### src/rtl/router_pkt_tx.sv
// router_pkt_tx: transmit end of the router byte protocol.
// Stages up to 63 payload bytes, then sends header {len, addr}, the payload
// and an XOR parity byte, honouring the router's busy flow control and
// aborting if busy stays high for TIMEOUT_CYC consecutive cycles on one byte.
module router_pkt_tx #(
   parameter int TIMEOUT_CYC = 64
) (
   input  logic       clk,
   input  logic       rst,
   input  logic       buf_we,
   input  logic [7:0] buf_wdata,
   input  logic       start,
   input  logic [1:0] dest_addr,
   input  logic [5:0] pkt_len,
   input  logic       busy,
   output logic [7:0] data_out,
   output logic       pkt_valid,
   output logic       tx_active,
   output logic [6:0] buf_count,
   output logic       done,
   output logic       err
);

   localparam logic [9:0] TMO_LIM = 10'(TIMEOUT_CYC);

   typedef enum logic [1:0] {IDLE, HDR, PLD, PAR} state_t;

   state_t     state_q, state_d;
   logic [7:0] data_out_q, data_out_d;
   logic       pkt_valid_q, pkt_valid_d;
   logic       tx_active_q, tx_active_d;
   logic       done_q, done_d;
   logic       err_q, err_d;
   logic [6:0] buf_count_q, buf_count_d;
   logic [7:0] parity_q, parity_d;
   logic [9:0] tmo_q, tmo_d;
   logic [5:0] rd_ptr_q, rd_ptr_d;
   logic [5:0] len_q, len_d;

   logic [7:0] mem [0:63];
   logic       mem_we;
   logic [9:0] tmo_inc;
   logic       start_ok;

   // Next-state and output logic: staging in IDLE, byte advance on accept, timeout abort.
   always_comb begin
      state_d     = state_q;
      data_out_d  = data_out_q;
      pkt_valid_d = pkt_valid_q;
      tx_active_d = tx_active_q;
      done_d      = 1'b0;
      err_d       = 1'b0;
      buf_count_d = buf_count_q;
      parity_d    = parity_q;
      tmo_d       = tmo_q;
      rd_ptr_d    = rd_ptr_q;
      len_d       = len_q;
      mem_we      = 1'b0;
      tmo_inc     = tmo_q + 10'd1;
      // Start is judged against the count before any same-cycle write.
      start_ok    = (dest_addr != 2'd3) && (pkt_len != 6'd0) &&
                    ({1'b0, pkt_len} <= buf_count_q);

      if (state_q == IDLE) begin
         if (buf_we && (buf_count_q < 7'd63)) begin
            mem_we      = 1'b1;
            buf_count_d = buf_count_q + 7'd1;
         end
         if (start) begin
            if (start_ok) begin
               len_d       = pkt_len;
               rd_ptr_d    = 6'd0;
               parity_d    = 8'd0;
               tmo_d       = 10'd0;
               data_out_d  = {pkt_len, dest_addr};
               pkt_valid_d = 1'b1;
               tx_active_d = 1'b1;
               state_d     = HDR;
            end else begin
               err_d = 1'b1;
            end
         end
      end else if (busy) begin
         tmo_d = tmo_inc;
         if (tmo_inc == TMO_LIM) begin
            // Router has stalled this byte too long: drop the packet.
            tmo_d       = 10'd0;
            data_out_d  = 8'd0;
            pkt_valid_d = 1'b0;
            tx_active_d = 1'b0;
            err_d       = 1'b1;
            buf_count_d = 7'd0;
            state_d     = IDLE;
         end
      end else begin
         tmo_d = 10'd0;
         if (state_q == HDR) begin
            parity_d   = parity_q ^ data_out_q;
            data_out_d = mem[0];
            rd_ptr_d   = 6'd0;
            state_d    = PLD;
         end else if (state_q == PLD) begin
            parity_d = parity_q ^ data_out_q;
            rd_ptr_d = rd_ptr_q + 6'd1;
            if (rd_ptr_q == (len_q - 6'd1)) begin
               // Parity covers the header and every payload byte, this one included.
               data_out_d  = parity_q ^ data_out_q;
               pkt_valid_d = 1'b0;
               state_d     = PAR;
            end else begin
               data_out_d = mem[rd_ptr_q + 6'd1];
            end
         end else begin
            data_out_d  = 8'd0;
            tx_active_d = 1'b0;
            done_d      = 1'b1;
            buf_count_d = 7'd0;
            state_d     = IDLE;
         end
      end
   end

   // Control and output registers with synchronous reset.
   always_ff @(posedge clk) begin
      if (rst) begin
         state_q     <= IDLE;
         data_out_q  <= 8'd0;
         pkt_valid_q <= 1'b0;
         tx_active_q <= 1'b0;
         done_q      <= 1'b0;
         err_q       <= 1'b0;
         buf_count_q <= 7'd0;
         parity_q    <= 8'd0;
         tmo_q       <= 10'd0;
      end else begin
         state_q     <= state_d;
         data_out_q  <= data_out_d;
         pkt_valid_q <= pkt_valid_d;
         tx_active_q <= tx_active_d;
         done_q      <= done_d;
         err_q       <= err_d;
         buf_count_q <= buf_count_d;
         parity_q    <= parity_d;
         tmo_q       <= tmo_d;
      end
   end

   // Packet bookkeeping; only meaningful once a start has loaded them.
   always_ff @(posedge clk) begin
      rd_ptr_q <= rd_ptr_d;
      len_q    <= len_d;
   end

   // Payload staging buffer.
   always_ff @(posedge clk) begin
      if (mem_we) begin
         mem[buf_count_q[5:0]] <= buf_wdata;
      end
   end

   assign data_out  = data_out_q;
   assign pkt_valid = pkt_valid_q;
   assign tx_active = tx_active_q;
   assign buf_count = buf_count_q;
   assign done      = done_q;
   assign err       = err_q;

endmodule

### config.mk
export PLATFORM = sky130hd
export DESIGN_NAME = router_pkt_tx
export DESIGN_NICKNAME = d
export VERILOG_FILES = /design/src/rtl/router_pkt_tx.sv
export SDC_FILE = /design/constraint.sdc
export NUM_CORES = 1
export LEC_CHECK = 0
export CAP_MARGIN = 40
export CORE_MARGIN = 2
export CORE_UTILIZATION = 60
export CTS_BUF_LIST = sky130_fd_sc_hd__clkbuf_4
export CTS_CLUSTER_DIAMETER = 30
export CTS_CLUSTER_SIZE = 30
export DETAILED_ROUTE_END_ITERATION = 12
export GPL_ROUTABILITY_DRIVEN = 0
export GPL_TIMING_DRIVEN = 1
export PLACE_DENSITY = 0.75
export SLEW_MARGIN = 20
export SYNTH_ARGS = -nofsm -noshare
export SYNTH_HDL_FRONTEND = slang
export SYNTH_SLANG_ARGS = --single-unit
### constraint.sdc
create_clock -name clk -period 8.2 [get_ports clk]
set_input_delay 1.23 -clock clk [delete_from_list [all_inputs] [get_ports clk]]
set_output_delay 1.23 -clock clk [all_outputs]
set_load 0.005 [all_outputs]
==> out/qor.txt, run 1 <==
Number of detailed-route iterations in the first pass = 5
Tmin final = 4050 ps
Synthesized cell area = 23100 um^2
Worst reg-to-reg setup slack = 4150 ps
Hold EP = tx_active
PortBufs = 39
Hold-fix buffers, CTS = 0
Synth Area per Inst = 17.5 um^2
Remaining antenna violation count = 0
Crit path max-delay family = multiplexers
CP max-delay cell = ha_4
Final hold viol count = 0
GR Overflow Total = 0
Top-count cell post-synth = edfxtp_1
Largest cells by area after synthesis = edfxtp_1 (68%), mux4_2 (12%), dfxtp_1 (3.4%)
WL final = 50400 um
Post-synth top cells = edfxtp_1 (524), nor2_1 (134), mux4_2 (120)
WS Path Type = reg2reg
Setup Skew = 57.6 ps
Post-DP Area = 24100 um^2
Worst Path Arrival = 4760 ps
Critical R2R Launch = rd_ptr_q[1]
Die W = 200 um
Residual DRC count = 0
Worst path cell trace = ha_4 -> buf_12 -> mux4_2 -> mux4_1 -> o2111ai_1 -> o21ai_0 -> o21ai_0 -> a31oi_1
# setup viols final = 0
DIE HEIGHT = 200 um
Pleak = 8.33 nW
Fin crit share = 0.494
FMAX = 247 MHz
P&R area growth vs syn = 11.7%
Crit path top cell by count = o21ai_0
#FFs+latches synth = 563
Measured slew at the worst slew-check pin = 879 ps
Synth area leader = edfxtp_1
Max Slew Vio Count = 0
Core Rows = 71
WP data required = 8910 ps
Layout cells sized above 1 = 0.232
Initial Util = 0.612
Power per Cell Area = 241 nW/um^2
RSZ-0062 raised after global routing = no
Worst Hold Depth = 2
Post-CTS Setup Bufs = 0
CP Capture Type = flop
Status = finished, final reports clean
Clock buffer depth = 3
Rel. slew slack = 0.412
CTS sink cnt = 563
I/O pin count = 40
Cells after synthesis = 1321
Count of unique library cells instantiated by Yosys = 68
Max IR drop VDD = 0.119 mV
Vias in the first global route = 12700
Core ar. = 37800 um^2
Vias = 12700
Post-synth EDFFs = 524
TritonCTS buffer count = 104
CP peak stage delay = 650 ps
CTS tree = done
Clock-pin slew on the worst setup and hold paths = 80 ps
Post-synth ARST share = 0
DR WL/cell = 24.7 um
Largest net degree at the start of global routing = 113
Nets@finish = 1472
Post-synth top area share = 0.681
Syn. warnings = 0
Initial DRC Count = 1296
First-pass GRT wire length = 76800 um
Worst setup SP type = flop
RR Endpoint = data_out[1]
Worst R2R Path Depth = 8
Initial antenna violation count = 4
Fin area = 25800 um^2
Vias per cell = 6.21
Post-CTS Resized = 0
Sequential element share of the synthesized area = 0.715
Setup_tns = 0 ps
H-tree depth = 3
Post-DP HPWL = 31100 um
Worst-path fanout max = 112
Die Footprint = 40100 um^2
Clock root buffer = clkbuf_4
Main flop type after synthesis = edfxtp_1
Crit path buffers/inverters = 1
HP Class = reg2reg
Overall Global Routing Usage = 0.257
Post-layout power = 6.21 mW
Hold Startpoint = tx_active
Worst-Skew Late Latency = 840 ps
# Max-Cap Violations = 0
-- stage by stage --
step	util	instances	worst slack [ps]	hold slack [ps]
after floorplan	-	1328	4790	465
after global placement	0.634	1827	3610	458
after detailed placement	0.637	1834	3780	466
after CTS	0.681	2028	4110	485
after global routing	0.683	2039	3940	543
final	0.683	2040	4150	476
-- area by class of cell --
cell class / instances / area (um^2)
Tap cell: 511 / 639
Fill cell: 2430 / 12000
Inverter: 15 / 56.3
Antenna cell: 5 / 12.5
Sequential cell: 563 / 16500
Clock buffer: 120 / 901
Timing Repair Buffer: 70 / 683
Multi-Input combinational cell: 682 / 6240
Clock inverter: 74 / 756
-- sequential cells by signal, indices dropped and copies added, names as in the netlist --
signal	count
err	1
len_q	6
tmo_q	10
state_q	2
buf_count	7
done	1
mem	512
data_out	8
parity_q	8
rd_ptr_q	6
tx_active	1
pkt_valid	1
-- metal layers --
metal  wire (um)  track usage
met1       19900        0.360
met2       23500        0.387
met3        5580       0.0781
met4        1400       0.0957
met5           0            0
-- power by group --
group	switching, mW	internal [mW]
clock network	1.11	1.16
logic	0.424	0.315
registers	0.0300	3.16
-- how the worst max path moves through the flow --
| stage | start | endpoint | depth (start not counted) |
|---|---|---|---|
| after CTS | rd_ptr_q[1] | data_out[5] | 8 |
| after detailed placement | pkt_len[2] | data_out[4] | 10 |
| after floorplan | pkt_len[2] | data_out[2] | 9 |
| after global routing | rd_ptr_q[1] | data_out[1] | 8 |
| final | rd_ptr_q[1] | data_out[1] | 8 |
| after global placement | pkt_len[2] | data_out[6] | 9 |
-- layout by cell type (no fill, tap or decap), drive strengths merged, types with 17 or more instances in the layout --
| master | Yosys | routed |
|---|---|---|
| edfxtp | 524 | 524 |
| nand2b | 18 | 18 |
| mux2i | 24 | 24 |
| buf | 46 | 39 |
| mux4 | 129 | 129 |
| clkdlybuf4s50 | 0 | 31 |
| nand2 | 74 | 74 |
| xor2 | 17 | 17 |
| nor2 | 134 | 134 |
| inv | 15 | 23 |
| clkbuf | 22 | 120 |
| o21ai | 17 | 17 |
| dfxtp | 39 | 39 |
| nand3 | 47 | 47 |
| a21oi | 41 | 41 |
| clkinv | 0 | 39 |
-- worst reg2reg max path, stage by stage, from the launching register on --
cell       delay (ps)
edfxtp_1          500
ha_4              650
buf_12            640
mux4_2            760
mux4_1            580
o2111ai_1         260
o21ai_0           230
o21ai_0           220
a31oi_1           100
-- logic make-up (layout without fill, tap and decap cells) --
| kind of cell | after synthesis | after routing | share of synthesized area |
|---|---|---|---|
| DFF | 563 | 563 | 0.715 |
| and+or+nand+nor | 339 | 339 | 0.0677 |
| muxes | 156 | 156 | 0.139 |
| AOI/OAI and AO/OA | 136 | 136 | 0.0400 |
| buffers and inverters | 83 | 279 | 0.0188 |
| xor gates and xnor gates | 28 | 28 | 0.0114 |
| adders and majority gates | 15 | 15 | 0.00812 |
| other | 1 | 13 | 0.000162 |
Power figures use the tool's default switching activity.
==> run 2: changes to the inputs <==
- clock period: 8.2 -> 3.99 ns (I/O delays scaled with it)
==> run 2 against run 1 <==
  * Non-clock buffer count is 81 higher
  * Clock power is 110% higher
  * Utilization is 1.8 points higher
  * Cell count is 3.6% higher
  * Critical endpoint is now data_out[5]
  * Fmax is 11% higher
  * Power is 110% higher
==> out/qor.txt, run 2 (synthesis gave the netlist of run 1 again) <==
Crit path to = data_out[5]
Worst R2R Path Depth = 8 (unchanged)
Fin area = 26500 um^2 (+2.6%)
Largest net degree at the start of global routing = 110 (-2.7%)
Sequential standard cell area = 16500 um^2 (unchanged)
CTS tree = done
CP Capture Type = flop
Worst path cell trace = ha_4 -> buf_12 -> mux4_2 -> mux2_2 -> o311ai_0 -> a21oi_1 -> o41ai_1 -> a311oi_1
# setup viols final = 0 (unchanged)
RSZ-0062 raised after global routing = no
DIE HEIGHT = 200 um (unchanged)
Fin crit share = 0.917 (+0.423)
Die W = 200 um (unchanged)
Worst-path fanout max = 34 (-70%)
Post-Place Worst Slack = 394 ps (-3380 ps)
WP data required = 4680 ps (-4230 ps)
RR Endpoint = data_out[5]
FMAX = 273 MHz (+11%)
Worst Path Arrival = 4350 ps (-410 ps)
Initial Util = 0.612 (unchanged)
Max Slew Vio Count = 0 (unchanged)
Clock buffer depth = 3 (unchanged)
DR WL/cell = 24.9 um (+0.79%)
Clock root buffer = clkbuf_4
GR Overflow Total = 0 (unchanged)
Worst reg-to-reg setup slack = 330 ps (-3820 ps)
Rel. slew slack = 0.425 (+0.0132)
H-tree depth = 3 (unchanged)
Measured slew at the worst slew-check pin = 856 ps (-22.4 ps)
I/O pin count = 40 (unchanged)
Vias in the first global route = 13400 (+5.1%)
Vias = 13200 (+3.9%)
Core Rows = 71 (unchanged)
WS Path Type = reg2reg
Die Footprint = 40100 um^2 (unchanged)
Post-CTS Setup Bufs = 0 (unchanged)
TritonCTS buffer count = 100 (-3.8%)
Largest register FFs = 512 (unchanged)
Final hold viol count = 0 (unchanged)
Max IR drop VDD = 0.242 mV (+100%)
Initial DRC Count = 1667 (+29%)
WL final = 52700 um (+4.4%)
Setup Skew = 55.2 ps (-2.37 ps)
Overall Global Routing Usage = 0.269 (+0.0118)
Critical R2R Launch = rd_ptr_q[1]
CP peak stage delay = 720 ps (+70 ps)
Pleak = 8.77 nW (+5.4%)
Most common cell after layout, fill and taps aside = edfxtp_1
Residual DRC count = 0 (unchanged)
Nets@finish = 1549 (+5.2%)
Power per Cell Area = 490 nW/um^2 (+100%)
CP startpoint = rd_ptr_q[1]
Worst-Skew Late Latency = 870 ps (+30 ps)
CTS sink cnt = 563 (unchanged)
CP max-delay cell = ha_4
Number of detailed-route iterations in the first pass = 5 (unchanged)
PortBufs = 39 (unchanged)
Core ar. = 37800 um^2 (unchanged)
Clock-pin slew on the worst setup and hold paths = 130 ps (+50 ps)
Vias per cell = 6.23 (+0.22%)
Hold Startpoint = buf_wdata[6]
Status = finished, final reports clean
Layout cells sized above 1 = 0.271 (+0.0395)
Post-DP Area = 24800 um^2 (+3.0%)
Footprint of the multi-input gates = 6240 um^2 (unchanged)
Hold-fix buffers, CTS = 0 (unchanged)
Post-CTS Resized = 0 (unchanged)
Fin worst setup slack = 333 ps (-3820 ps)
Remaining antenna violation count = 0 (unchanged)
Most frequent cells in the layout = edfxtp_1 (524), nor2_1 (134), mux4_2 (120)
First-pass GRT wire length = 80500 um (+4.8%)
P&R area growth vs syn = 14.6%
HP Class = in2reg
# Max-Cap Violations = 0 (unchanged)
Tmin final = 3660 ps (-392 ps)
Fill cells = 2388 (-1.7%)
Setup_tns = 0 ps (unchanged)
Initial antenna violation count = 2 (-2)
Post-DP HPWL = 34700 um (+12%)
Worst setup SP type = flop
==> run 2: changes by cell type in the layout (fill, tap and decap cells not counted), sizes merged <==
| cell | delta |
|---|---|
| clkinvlp | -2 |
| inv | +5 |
| bufinv | +1 |
| clkbuf | -6 |
| diode | -3 |
| clkinv | -2 |
| buf | +81 |
==> run 2: power by group <==
group / internal (mW) / switching (mW) / leakage [nW]
sequential: 6.50 / 0.0631 / 5.04
combinational: 0.700 / 0.891 / 2.83
clock: 2.43 / 2.38 / 0.906
==> run 2: routing by layer <==
| metal | track usage | up-vias | share of wire |
|---|---|---|---|
| met2 | 0.417 | 759 | 0.48 |
| li1 | - | 5735 | - |
| met4 | 0.108 | 0 | 0.031 |
| met1 | 0.380 | 6557 | 0.39 |
| met3 | 0.0556 | 114 | 0.099 |
| met5 | 0 | - | 0 |
==> run 2: stage by stage <==
step / std cells / power, mW / utilization / hold slack (ps)
2_1_floorplan: 1328 / 7.69 / - / 465
3_3_place_gp: 1915 / 8.23 / 0.653 / 451
3_5_place_dp: 1922 / 8.28 / 0.656 / 464
4_1_cts: 2112 / 13.0 / 0.701 / 143
5_1_grt: 2113 / 13.4 / 0.701 / 191
6_report: 2114 / 13.0 / 0.701 / 211
==> run 2: final cells by class <==
class	count	share of cell area
inverters	15	0.00213
repair buffers	151	0.0500
clock buffers	114	0.0323
well taps	511	0.0242
multi-input cells	682	0.236
flip-flops and latches	563	0.624
diodes	2	0.000189
clock inverters	76	0.0318
==> run 2: worst max-delay path, delay by kind of cell, from the launching register on <==
kind | cells | cell delay [ps]
compound gates | 4 | 1170
mux | 2 | 800
fa+ha+maj | 1 | 720
flops | 1 | 510
buf+inv | 1 | 290
==> run 2: how the worst min path moves through the flow <==
stage | end | depth (start not counted)
finish | mem[40][6] | 1
global route | mem[40][6] | 1
CTS | mem[40][6] | 1
detailed placement | tx_active | 2
global placement | tx_active | 2
floorplan | tx_active | 2
==> run 3: changes to the inputs <==
- SETUP_SLACK_MARGIN: not set -> 0.05
==> results of run 3 <==
The final DEF is identical to that of run 2; final timing and power are the same.
